### config.mk
export PLATFORM = sky130hd
export DESIGN_NAME = fetch_unit
export DESIGN_NICKNAME = d
export VERILOG_FILES = /design/src/rtl/fetch_pkg.sv /design/src/rtl/fetch_buffer.sv /design/src/rtl/fetch_unit.sv
export SDC_FILE = /design/constraint.sdc
export NUM_CORES = 1
export LEC_CHECK = 0
export CORE_ASPECT_RATIO = 0.6
export CORE_MARGIN = 5
export CORE_UTILIZATION = 50
export DETAILED_ROUTE_END_ITERATION = 6
export PLACE_DENSITY_LB_ADDON = 0.05
export SKIP_CTS_REPAIR_TIMING = 1
export SYNTH_ARGS = -nofsm -noshare
export SYNTH_HDL_FRONTEND = slang
export SYNTH_HIERARCHICAL = 1
export SYNTH_SLANG_ARGS = --single-unit
### constraint.sdc
create_clock -name clk -period 2.8 [get_ports clk]
set_input_delay 0.28 -clock clk [delete_from_list [all_inputs] [get_ports clk]]
set_output_delay 0.28 -clock clk [all_outputs]
set_load 0.05 [all_outputs]
### src/rtl/fetch_pkg.sv
// Shared definitions for the instruction fetch unit: default widths, FSM state
// encoding and the buffer-occupancy helper.
package fetch_pkg;

    localparam int ADDR_WIDTH_DEF  = 8;
    localparam int INSTR_WIDTH_DEF = 16;

    typedef enum logic [1:0] {
        S_IDLE  = 2'd0,
        S_REQ   = 2'd1,
        S_WAIT  = 2'd2,
        S_DRAIN = 2'd3
    } fetch_state_e;

    // Occupancy after this cycle's push/pop; a push into a full buffer only
    // lands alongside a pop, so two bits never overflow.
    function automatic logic [1:0] occ_next(input logic [1:0] cnt,
                                            input logic       push,
                                            input logic       pop);
        return cnt + {1'b0, push} - {1'b0, pop};
    endfunction

endpackage

### src/rtl/fetch_buffer.sv
// Two-entry in-order instruction buffer holding {instr, pc}; entry 0 is the head.
module fetch_buffer
    import fetch_pkg::*;
#(
    parameter int ADDR_WIDTH  = ADDR_WIDTH_DEF,
    parameter int INSTR_WIDTH = INSTR_WIDTH_DEF
) (
    input  logic                   clk,
    input  logic                   rst,
    input  logic                   push_i,
    input  logic [INSTR_WIDTH-1:0] push_instr_i,
    input  logic [ADDR_WIDTH-1:0]  push_pc_i,
    input  logic                   pop_i,
    input  logic                   clear_i,
    output logic [INSTR_WIDTH-1:0] head_instr_o,
    output logic [ADDR_WIDTH-1:0]  head_pc_o,
    output logic [1:0]             count_o
);

    logic [INSTR_WIDTH-1:0] instr0_q, instr0_d, instr1_q, instr1_d;
    logic [ADDR_WIDTH-1:0]  pc0_q, pc0_d, pc1_q, pc1_d;
    logic [1:0]             count_q, count_d, count_mid_s;
    logic                   pop_s, push_s;

    // Next-state: pop shifts entry 1 forward, push fills the first free slot.
    always_comb begin
        instr0_d    = instr0_q;
        instr1_d    = instr1_q;
        pc0_d       = pc0_q;
        pc1_d       = pc1_q;
        count_d     = count_q;
        pop_s       = 1'b0;
        push_s      = 1'b0;
        count_mid_s = count_q;
        if (clear_i) begin
            count_d = 2'd0;
        end else begin
            pop_s       = pop_i && (count_q != 2'd0);
            push_s      = push_i && ((count_q != 2'd2) || pop_s);
            count_mid_s = count_q - {1'b0, pop_s};
            if (pop_s) begin
                instr0_d = instr1_q;
                pc0_d    = pc1_q;
            end else begin
                instr0_d = instr0_q;
            end
            if (push_s) begin
                if (count_mid_s == 2'd0) begin
                    instr0_d = push_instr_i;
                    pc0_d    = push_pc_i;
                end else begin
                    instr1_d = push_instr_i;
                    pc1_d    = push_pc_i;
                end
            end else begin
                instr1_d = instr1_q;
            end
            count_d = count_mid_s + {1'b0, push_s};
        end
    end

    // Buffer storage.
    always_ff @(posedge clk or posedge rst) begin
        if (rst) begin
            instr0_q <= '0;
            instr1_q <= '0;
            pc0_q    <= '0;
            pc1_q    <= '0;
            count_q  <= 2'd0;
        end else begin
            instr0_q <= instr0_d;
            instr1_q <= instr1_d;
            pc0_q    <= pc0_d;
            pc1_q    <= pc1_d;
            count_q  <= count_d;
        end
    end

    assign head_instr_o = (count_q != 2'd0) ? instr0_q : '0;
    assign head_pc_o    = (count_q != 2'd0) ? pc0_q : '0;
    assign count_o      = count_q;

endmodule

### src/rtl/fetch_unit.sv
// Instruction fetch unit: issues sequential memory reads from the program
// counter, buffers up to two instructions and recovers from branch flushes.
module fetch_unit
    import fetch_pkg::*;
#(
    parameter int ADDR_WIDTH  = ADDR_WIDTH_DEF,
    parameter int INSTR_WIDTH = INSTR_WIDTH_DEF
) (
    input  logic                   clk,
    input  logic                   rst,
    input  logic [ADDR_WIDTH-1:0]  pc,
    output logic                   pc_step,
    input  logic                   flush,
    output logic                   mem_req,
    output logic [ADDR_WIDTH-1:0]  mem_addr,
    input  logic                   mem_ack,
    input  logic [INSTR_WIDTH-1:0] mem_rdata,
    output logic [INSTR_WIDTH-1:0] instr,
    output logic [ADDR_WIDTH-1:0]  instr_pc,
    output logic                   instr_valid,
    input  logic                   instr_ready
);

    fetch_state_e          state_q;
    logic [ADDR_WIDTH-1:0] addr_q;
    logic                  mem_req_q;
    logic [1:0]            count_s, occ_after_s;
    logic                  push_s, pop_s;

    assign push_s      = (state_q == S_REQ) && mem_ack && !flush;
    assign pop_s       = instr_valid && instr_ready;
    assign occ_after_s = occ_next(count_s, push_s, pop_s);
    assign pc_step     = push_s;
    assign mem_req     = mem_req_q;
    assign mem_addr    = addr_q;
    assign instr_valid = (count_s != 2'd0);

    // Fetch sequencing; mem_req is registered alongside the state.
    always_ff @(posedge clk or posedge rst) begin
        if (rst) begin
            state_q   <= S_IDLE;
            addr_q    <= '0;
            mem_req_q <= 1'b0;
        end else begin
            case (state_q)
                S_IDLE: begin
                    if (!flush) begin
                        addr_q    <= pc;
                        state_q   <= S_REQ;
                        mem_req_q <= 1'b1;
                    end
                end
                S_REQ: begin
                    if (flush) begin
                        // A flush coinciding with the ack completes the read, so
                        // no drain is needed.
                        state_q   <= mem_ack ? S_IDLE : S_DRAIN;
                        mem_req_q <= !mem_ack;
                    end else if (mem_ack) begin
                        addr_q <= addr_q + {{(ADDR_WIDTH-1){1'b0}}, 1'b1};
                        if (occ_after_s == 2'd2) begin
                            state_q   <= S_WAIT;
                            mem_req_q <= 1'b0;
                        end
                    end
                end
                S_WAIT: begin
                    if (flush) begin
                        state_q <= S_IDLE;
                    end else if (occ_after_s != 2'd2) begin
                        state_q   <= S_REQ;
                        mem_req_q <= 1'b1;
                    end
                end
                S_DRAIN: begin
                    if (mem_ack) begin
                        state_q   <= S_IDLE;
                        mem_req_q <= 1'b0;
                    end
                end
                default: begin
                    state_q   <= S_IDLE;
                    mem_req_q <= 1'b0;
                end
            endcase
        end
    end

    fetch_buffer #(
        .ADDR_WIDTH  (ADDR_WIDTH),
        .INSTR_WIDTH (INSTR_WIDTH)
    ) u_buf (
        .clk          (clk),
        .rst          (rst),
        .push_i       (push_s),
        .push_instr_i (mem_rdata),
        .push_pc_i    (addr_q),
        .pop_i        (pop_s),
        .clear_i      (flush),
        .head_instr_o (instr),
        .head_pc_o    (instr_pc),
        .count_o      (count_s)
    );

endmodule
==> flow_summary.json <==
{
  "drt_drc_violations_left": 0,
  "dieHeight_um": 70.8,
  "ys_ff_latch": 61,
  "half_perimeter_wire_length_of_the_detailed_placement_result_mm": 4.82,
  "share_of_post_route_cells_with_drive_strength_above_1_pct": 18.2,
  "synth_area_per_cell_um2": 10.7,
  "antenna_found_initial": 0,
  "cts-buffers-inserted": 9,
  "start_kind": "flop",
  "final_period_minus_worst_setup_slack_ns": 2.57,
  "netlist_instances": 289,
  "max_clock_freq_mhz": 389,
  "buffer_ports.inserted": 63,
  "vdd_ir_drop_max_v": 0.000706,
  "outcome": "finished, final reports clean",
  "drt.antenna.violating_nets": 0,
  "reg2reg_from": "u_buf/count_o[1]",
  "crit_start": "u_buf/count_o[1]",
  "rrSetupSlack_ns": 0.23,
  "overall_power_consumption_mw": 3.72,
  "cts_num_sinks": 61,
  "grt_pass1_vias": 2370,
  "post_drt_wl_per_cell_um": 15.2,
  "cap_violations": 0,
  "post-synth-top-area-cell": "dfrtp_1",
  "timing_hold_violations_final": 0,
  "fillerInstances": 498,
  "worst_slack_ns": 0.230,
  "wl_mm": 6.89,
  "insertedDiodeCount": 0,
  "intPower_mw": 2.33,
  "setup_viol_count_final": 0,
  "worstPathArrival_ns": 2.78,
  "placeableCoreArea_um2": 6060,
  "power_density_nw_per_um2": 923,
  "worstMarginPinSlew_ns": 0.625,
  "synth_enable_flop_cells": 0,
  "initial_utilization_pct": 50.8,
  "switching_share_pct": 37.4,
  "tritoncts": "done",
  "worst_r2r_endpoint": "u_buf/instr1_q[3]",
  "flow.area_growth_from_synthesis_pct": 31.0,
  "worst_skew_pair.late_latency_ns": 0.32,
  "synthFlopType": "dfrtp_1",
  "worst_hold_path_type": "in -> async",
  "cts_root_buf": "clkbuf_8",
  "worst_slew_margin_rel_pct": 58.3,
  "fin_skew_ns": 0.00546,
  "first_iter_violations": 150,
  "pwr-share-seq_pct": 40.6,
  "critical_path_class": "reg -> reg",
  "critical_path.max_fanout": 13,
  "grt_start_max_net_pins": 25,
  "viasPerCell": 5.26,
  "finalNetCount": 397,
  "async_reset_ff_share_pct": 100,
  "cts_max_path_buffers": 2,
  "layout_worst_path_cycle_share_pct": 91.8,
  "synthTopCellsByArea": "dfrtp_1, mux2_4, a22oi_1",
  "grtUsageTotal_pct": 18.1,
  "multi_input_area_um2": 1310,
  "synth.cell_area_um2": 3080,
  "dr_total_vias": 2377,
  "worst_setup_slack_after_placement_ns": 0.252,
  "total_switching_power_mw": 1.39,
  "clock_power_share_pct": 21.8,
  "die_area_um2": 7880,
  "worst-r2r-cell-count": 10,
  "num_rows": 22,
  "clock_tree.htree_level_count": 3,
  "end_kind": "flop",
  "timing.critical_path.required_ns": 3.01,
  "comb_power_share_pct": 37.5,
  "io_pins": 64,
  "synthesized_netlist_net_count": 323,
  "gpl.final_weighted_congestion": 0.794,
  "yosysSeqAreaShare_pct": 49.6,
  "die_w_um": 111,
  "rsz0062_at_grt": "false",
  "dpl-instance-area_um2": 3820,
  "synth.top_cell.area_share_pct": 49.6,
  "worst_setup_hold_path_clk_slew_ns": 0.07,
  "total_leakage_power_nw": 1.82,
  "seq_area_um2": 1530,
  "yosys_warnings": 6,
  "grt_first_pass_wirelength_mm": 11.7,
  "finalMaxSlewViolations": 0,
  "overflow": 0,
  "finalInstanceArea_um2": 4030,
  "ys_types": 42,
  "drt-pass1-iter-count": 4
}
==> cells in the mapped netlist, types with 2 or more instances <==
| cell | count |
|---|---|
| mux2_4 | 20 |
| inv_1 | 35 |
| or2_2 | 2 |
| mux2_2 | 4 |
| a21oi_1 | 12 |
| o21ai_1 | 4 |
| nand2_1 | 10 |
| o22ai_1 | 4 |
| buf_12 | 2 |
| a2bb2oi_1 | 3 |
| and3_1 | 2 |
| buf_2 | 3 |
| nand4_1 | 2 |
| o21ai_0 | 30 |
| clkbuf_1 | 4 |
| nor2_1 | 32 |
| buf_6 | 4 |
| dfrtp_1 | 61 |
| ha_1 | 5 |
| and2_1 | 2 |
| nand3_1 | 3 |
| a22oi_1 | 24 |
| nor2b_1 | 2 |
==> cells by family (layout without fill, tap and decap cells) <==
group                    after synthesis  count (layout)  synth area share (%)
AO/OA/AOI/OAI                         85              85                  17.8
XOR/XNOR                               3               3                  1.54
adder cells (fa/ha/maj)                6               6                  2.40
buffers and inverters                 49             128                  8.25
flip-flops                            61              61                  49.6
multiplexers                          25              25                  11.5
AND/OR/NAND/NOR                       60              60                  8.86
==> per-stage QoR <==
step | util (%) | instances | hold WS (ns) | setup TNS [ns]
finish | 66.6 | 452 | 0.313 | 0
global route | 66.6 | 452 | 0.345 | 0
CTS | 66.5 | 452 | 0.323 | -0.301
detailed placement | 63.0 | 436 | 0.495 | 0
global placement | 63.0 | 436 | 0.488 | 0
floorplan | - | 289 | 0.132 | 0
==> power groups by stage <==
stage	Combinational [mW]	Sequential, mW	Clock [mW]
final	1.40	1.51	0.813
after global routing	1.51	1.57	0.864
after CTS	1.41	1.51	0.827
after detailed placement	1.40	1.51	0
after global placement	1.37	1.52	0
after floorplan	0.810	1.66	0
==> per-layer routing <==
metal	share of wire (%)	routed length [µm]	up-vias	global-route usage, %
met5	0	0	-	0
met4	0.19	13	0	3.91
met3	4.1	281	2	4.62
met2	44	3000	68	27.5
met1	52	3590	1163	26.5
li1	-	-	1144	-
==> state kept, by name, indices dropped and copies added, names as in the netlist <==
register	flops
u_buf/pc0_q	8
mem_req	1
u_buf/pc1_q	8
mem_addr	8
u_buf/count_o	2
u_buf/instr1_q	16
u_buf/instr0_q	16
state_q	2
==> worst max-delay path by stage <==
stage / end / slack, ns / cells past startpoint
after floorplan: u_buf/instr1_q[0] / 0.12 / 11
after global placement: u_buf/instr1_q[7] / 0.31 / 10
after detailed placement: u_buf/instr1_q[7] / 0.25 / 10
after CTS: instr[13] / -0.04 / 3
after global routing: u_buf/pc1_q[6] / 0.11 / 10
final: u_buf/instr1_q[3] / 0.23 / 10
==> area by class of cell <==
type | count | share of cell area (%)
timing repair buffer | 77 | 18.5
clock buffer | 13 | 4.19
clock inverter | 3 | 1.05
inverter | 35 | 3.26
tap | 84 | 2.61
multi-input combinational | 179 | 32.6
sequential | 61 | 37.8
==> cells in the final DEF (no fill, tap or decap), types with 5 or more instances in the layout <==
cell type / Yosys / layout
a22oi_1: 24 / 24
buf_4: 1 / 14
nor2_1: 32 / 31
dfrtp_1: 61 / 61
a21oi_1: 12 / 11
clkdlybuf4s50_1: 0 / 62
mux2_4: 20 / 20
o21ai_0: 30 / 30
nand2_1: 10 / 10
clkbuf_8: 0 / 12
ha_1: 5 / 5
inv_1: 35 / 34
==> worst max-delay path, cell delays in order, from the launching register on <==
cell     delay, ns
dfrtp_1       0.46
or2_4         0.28
and2_1        0.19
o21ai_0       0.11
inv_1         0.07
ha_1          0.25
xnor2_2       0.27
nand2_1       0.08
and3_2        0.22
buf_4         0.21
mux2_4        0.32
No activity file was read; power rests on OpenSTA's default activity.
